File: src/rtl/serial_n_bit_adder_if.sv
// serial_n_bit_adder_if: start/done handshake with operand and result bundle
interface serial_n_bit_adder_if #(parameter int N = 4);
    logic         start;
    logic [N-1:0] a;
    logic [N-1:0] b;
    logic         carry_in;
    logic [N-1:0] sum;
    logic         carry_out;
    logic         overflow;
    logic         busy;
    logic         done;
    modport master (output start, a, b, carry_in, input sum, carry_out, overflow, busy, done);
    modport slave (input start, a, b, carry_in, output sum, carry_out, overflow, busy, done);
endinterface

File: src/rtl/serial_n_bit_adder.sv
// serial_n_bit_adder: bit-serial LSB-first adder, one full-adder cell plus carry flop
module serial_n_bit_adder #(parameter int N = 4) (
    input logic            clk,
    input logic            rst_n,
    serial_n_bit_adder_if.slave bus
);
    localparam int CW = $clog2(N) + 1;
    typedef enum logic [1:0] {IDLE, RUN, DONE} state_t;
    state_t        state_q, state_d;
    logic [N-1:0]  a_sh, b_sh, s_nx, sum_q;
    logic [CW-1:0] cnt;
    logic          c, s, c_nx, load, last, co_q, ov_q;
    always_comb begin
        s       = a_sh[0] ^ b_sh[0] ^ c;
        c_nx    = (a_sh[0] & b_sh[0]) | (c & (a_sh[0] ^ b_sh[0]));
        load    = state_q != RUN && bus.start;
        last    = state_q == RUN && cnt == CW'(N - 1);
        state_d = state_q;
        if (load) state_d = RUN;
        else if (last) state_d = DONE;
        else if (state_q == DONE) state_d = IDLE;
    end
    // Only N-1 partial sum bits need storing; the last bit goes straight to sum.
    if (N == 1) begin : g_one
        assign s_nx = s;
    end else begin : g_wide
        logic [N-2:0] s_sh;
        always_ff @(posedge clk)
            if (!rst_n) s_sh <= '0;
            else if (state_q == RUN) s_sh <= s_nx[N-1:1];
        assign s_nx = {s, s_sh};
    end
    always_ff @(posedge clk) begin
        if (!rst_n) begin
            state_q <= IDLE;
            a_sh    <= '0;
            b_sh    <= '0;
            c       <= 1'b0;
            cnt     <= '0;
            sum_q   <= '0;
            co_q    <= 1'b0;
            ov_q    <= 1'b0;
        end else begin
            state_q <= state_d;
            if (load) begin
                a_sh <= bus.a;
                b_sh <= bus.b;
                c    <= bus.carry_in;
                cnt  <= '0;
            end else if (state_q == RUN) begin
                a_sh <= a_sh >> 1;
                b_sh <= b_sh >> 1;
                c    <= c_nx;
                cnt  <= cnt + CW'(1);
            end
            // c still holds the carry into the MSB on the final edge
            if (last) begin
                sum_q <= s_nx;
                co_q  <= c_nx;
                ov_q  <= c ^ c_nx;
            end
        end
    end
    assign bus.sum       = sum_q;
    assign bus.carry_out = co_q;
    assign bus.overflow  = ov_q;
    assign bus.busy      = state_q == RUN;
    assign bus.done      = state_q == DONE;
endmodule
File: src/flat_wrapper.sv
// flat-port wrapper written by rule: the top's interface ports become plain ports
module serial_n_bit_adder_flat 
#(parameter int N = 4)
  (clk, rst_n, bus_start, bus_a, bus_b, bus_carry_in, bus_sum, bus_carry_out, bus_overflow, bus_busy, bus_done);
  serial_n_bit_adder_if #(.N(N)) bus_i ();
  input logic clk;
  input logic rst_n;
  input wire logic [$bits(bus_i.start)-1:0] bus_start;
  input wire logic [$bits(bus_i.a)-1:0] bus_a;
  input wire logic [$bits(bus_i.b)-1:0] bus_b;
  input wire logic [$bits(bus_i.carry_in)-1:0] bus_carry_in;
  output wire logic [$bits(bus_i.sum)-1:0] bus_sum;
  output wire logic [$bits(bus_i.carry_out)-1:0] bus_carry_out;
  output wire logic [$bits(bus_i.overflow)-1:0] bus_overflow;
  output wire logic [$bits(bus_i.busy)-1:0] bus_busy;
  output wire logic [$bits(bus_i.done)-1:0] bus_done;
  assign bus_i.start = bus_start;
  assign bus_i.a = bus_a;
  assign bus_i.b = bus_b;
  assign bus_i.carry_in = bus_carry_in;
  assign bus_sum = bus_i.sum;
  assign bus_carry_out = bus_i.carry_out;
  assign bus_overflow = bus_i.overflow;
  assign bus_busy = bus_i.busy;
  assign bus_done = bus_i.done;
  serial_n_bit_adder #(.N(N)) u_core (.clk(clk), .rst_n(rst_n), .bus(bus_i));
endmodule
File: config.mk
export PLATFORM = sky130hd
export DESIGN_NAME = serial_n_bit_adder_flat
export DESIGN_NICKNAME = d
export VERILOG_FILES = /design/src/rtl/serial_n_bit_adder_if.sv /design/src/rtl/serial_n_bit_adder.sv /design/src/flat_wrapper.sv
export SDC_FILE = /design/constraint.sdc
export NUM_CORES = 1
export LEC_CHECK = 0
export BUFFER_PORTS_ARGS = -buffer_cell sky130_fd_sc_hd__buf_2
export CAP_MARGIN = 20
export CORE_ASPECT_RATIO = 0.75
export CORE_MARGIN = 4
export CORE_UTILIZATION = 52
export DETAILED_ROUTE_END_ITERATION = 8
export PLACE_DENSITY = 0.76
export SLEW_MARGIN = 5
export SYNTH_ARGS = -nofsm -noshare
export SYNTH_HDL_FRONTEND = slang
export SYNTH_SLANG_ARGS = --single-unit
File: constraint.sdc
create_clock -name clk -period 1.76 [get_ports clk]
set_input_delay 0.176 -clock clk [delete_from_list [all_inputs] [get_ports clk]]
set_output_delay 0.176 -clock clk [all_outputs]
set_load 0.005 [all_outputs]
Yosys cells after proc, flatten, opt, wreduce, memory -nomap -nowiden. Cells that the tools add are included.

Register bits: 23. Bits of input ports: 12.

$add $sub $neg: 1. Equal/unequal tests: 4. Muxes and demuxes: 9. Bitwise operators: 7. Reductions and logical operators: 6.

Operator list (number): $mux 4 (4); $mux 2 (2); $reduce_bool 2->1 (2); $add 3x1->3 const B (1); $eq 3x2->1 const B (1); $mux 1 (3); $reduce_bool 3->1 (1); $xor 1x1->1 (3); $and 1x1->1 (2); $eq 2x1->1 const B (1); $eq 2x2->1 const B (1); $logic_and 1x1->1 (2); $ne 2x1->1 const B (1); $reduce_or 2->1 (1); $not 1->1 (1); $or 1x1->1 (1).

Depth between registers and ports, before layout.
Depth in word-level cells: 5. Mapped depth: 6.

Worst setup path after synthesis. Ideal clock, no wire load.

Kind: register to register. Start: register u_core.cnt[0]. End: register u_core.co_q (netlist: u_core.bus.carry_out). Setup time: 0.121 ns. Arrival: 1.098 ns. Data required time: 1.639 ns. Path slack: 0.541 ns. Stages on the path, launching flop included: 7. Path buffers: 1. Clock period less this slack: 1.219 ns. Cells stage by stage: dfxtp_1 > ha_1 > ha_1 > and3b_4 > buf_6 > nand3_1 > o21ai_0.

Word-level cells in the longest chain between the ends: 2.

RTL lines: start, declared (line serial_n_bit_adder.sv:11) `logic [CW-1:0] cnt;`; start signal, assigned (line serial_n_bit_adder.sv:54) `cnt <= cnt + CW'(1);`; $eq 3x2->1 (line serial_n_bit_adder.sv:17) `last = state_q == RUN && cnt == CW'(N - 1);`; $logic_and 1x1->1 (line serial_n_bit_adder.sv:17); end signal, assigned (line serial_n_bit_adder.sv:59) `co_q <= c_nx;`; end, declared (line serial_n_bit_adder.sv:12) `logic c, s, c_nx, load, last, co_q, ov_q;`.

No other way between the ends. A chain may end at the register's enable or synchronous reset.

Worst setup path in the final report.
Start: register u_core.state_q[1]. End: output port bus_busy.

Word-level cells in the longest chain between the ends: 1.

RTL lines: start, declared (line serial_n_bit_adder.sv:9) `state_t state_q, state_d;`; start signal, assigned (line serial_n_bit_adder.sv:44) `state_q <= state_d;`; $eq 2x1->1 (line serial_n_bit_adder.sv:67) `assign bus.busy = state_q == RUN;`; end, declared (line flat_wrapper.sv:15) `output wire logic [$bits(bus_i.busy)-1:0] bus_busy;`.

No other way between the ends.

==> metrics.txt <==
Crit Path Max Fanout 22; Syn Nets 120; Post-synth EDFFs 0; fin util between 60 and 70%; Die Width between 50 and 60 um; Hold WC Path Type input port to flip-flop; antenna violations before repair 0; peak supply drop 578 uV; number of max-cap violations 0; Max-slew headroom between 70% and 80%; vias in the first global route 610; DRT Pass-1 Iters 4; Routed Antenna Nets 0; post-CTS sizing 0; total gr overflow 0; row count 13; hold buffer count at CTS 0; Synth top area share 46.3%; CTS tree yes; clk buf depth 2; slew at the pin closest to its max-slew limit 0.423 ns; Worst Path Arrival around 1.3 ns; Avg WL per Cell 12.0 um; min cycle time layout 1.44 ns; post-CTS setup buffers 0; post-synth cell types 25; setup violators final 0; antenna cells 0; clock-pin transition on the worst setup and hold timing paths 0.12 ns; GP Congestion 0.731; drt total wl 1710 um; Slew Limit Fails 0; Starting Density 56.0%; largest net degree at the start of global routing 28; largest cells by area after synthesis dfxtp_1 46%, mux2i_1 9.1%, o21ai_0 6.5%, nand2_1 5.7%, a21oi_1 3.5%; CTS H-Tree Depth 1; clk_lat worst skew 0.31 ns; Final Hold Fails 0; vias 734; top cells by count, synth 23 x dfxtp_1, 15 x nand2_1, 13 x o21ai_0; Core Region approximately 1800 um2; unrepaired setup endpoints after global routing false; Die Span Y approximately 46 um; I/O Pins 20; Root Driver clkbuf_4; Leakage Power 0.472 nW; Total GRT Usage 14.2%; # clock sinks 23; yosys synthesis warning count 0; status finished clean; netlist area before placement just under 1000 um2; Crit Path Category flip-flop to primary output; 1st-iter DRT viols 13; Final nets 137; hold_ws 0.0933 ns; flops & latches, synth 23; Synth async-reset ratio 0%; crit path launch type flip-flop; DPL Wire Length between 1000 and 1500 um; CP Capture Type primary output; register area share after synthesis 46.3%; PD cells 831 nW/um2; TNS Setup 0 ns; Vias/cell between 5 and 6; most common cell in the netlist dfxtp_1; I/O Buffers 19; Clock Skew between 0.0015 and 0.002 ns; FMAX 0.695 GHz; Critical Path RT 1.58 ns; Area Overhead vs Synth 8.94%; leading area contributor after synthesis dfxtp_1; Post-route DRC 0; gate count after technology mapping 105; post-synthesis average cell area approximately 9.5 um2; Final period util between 80% and 90%; die area roughly 2700 um2; first-pass GRT wire length 2780 um; share of layout cells above drive strength 1 21.5%; CTS buffer count 3; predominant post-synthesis flop cell dfxtp_1
worst max-delay path: stages, from the launching register on:
cell and delay, ns:
dfxtp_1 0.40, nand2b_4 0.28, inv_2 0.12, buf_2 0.14
final cells by class:
cell class	instances	area, um2
repair buffers	19	95.1
clock buffers	4	26.3
multi-input cells	73	465
flip-flops and latches	23	460
fillers	156	691
well taps	22	27.5
inverters	2	7.51
metrics by stage:
stage               setup slack [ns]  total power (W)  cell area [um2]  std cells
floorplan                      0.541         0.000648              993        105
global placement               0.528         0.000664             1060        139
detailed placement             0.445         0.000669             1060        139
CTS                            0.320         0.000910             1080        143
global route                   0.226         0.000948             1080        143
finish                         0.321         0.000899             1080        143
metal layers:
metal  GRT usage (%)  share of wire, %  up-vias
met2            23.4                45       13
met3            5.38               5.7        2
met4            5.56              0.70        0
met5               0                 0        -
met1            16.8                48      324
li1                -                 -      395
logic make-up after synthesis:
kind of cell	synth area share, %
XOR/XNOR	0.882
AO/OA/AOI/OAI	16.4
flip-flops	46.3
AND/OR/NAND/NOR	16.0
multiplexers	9.07
buffers and inverters	6.80
adder cells (fa/ha/maj)	4.53
sequential cells by signal, summed over array words and instances, names as in the netlist:
name,cells
u_core.g_wide.s_sh,3
u_core.c,1
u_core.bus.carry_out,1
u_core.b_sh,4
u_core.cnt,3
u_core.bus.overflow,1
u_core.state_q,2
u_core.bus.sum,4
u_core.a_sh,4
where the power goes:
group	switching (W)	internal, W	total [W]
registers	0.0000165	0.000544	0.000561
logic	0.0000537	0.0000433	0.0000970
clock network	0.000153	0.0000885	0.000242
total	0.000224	0.000676	0.000899
final timing paths:
path              slack (ns)  cells past startpoint                               end                      startpoint
setup / recovery        0.32                      3                          bus_busy  u_core.state_q[1]$_SDFFE_PP0P_
hold / removal          0.09                      3       u_core.a_sh[3]$_SDFFE_PN0P_                        bus_a[3]
setup reg to reg        0.44                      4  u_core.bus.overflow$_SDFFE_PN0P_           u_core.c$_SDFFE_PN0P_
hold reg to reg         0.46                      2    u_core.bus.sum[3]$_SDFFE_PN0P_  u_core.bus.sum[3]$_SDFFE_PN0P_
placed cells by master, fill, tap and decap left out, drive strengths merged, types with 2 or more instances in the layout:
| master | synthesis | routed |
|---|---|---|
| buf | 6 | 19 |
| o21a | 2 | 2 |
| a21oi | 7 | 7 |
| a21boi | 4 | 4 |
| nand2 | 15 | 15 |
| clkbuf | 1 | 4 |
| o21ai | 13 | 13 |
| nand3 | 5 | 5 |
| mux2i | 9 | 9 |
| dfxtp | 23 | 23 |
| ha | 2 | 2 |
| nor2 | 6 | 6 |
| inv | 2 | 2 |
Note: power is estimated with default switching activity, not from simulation.
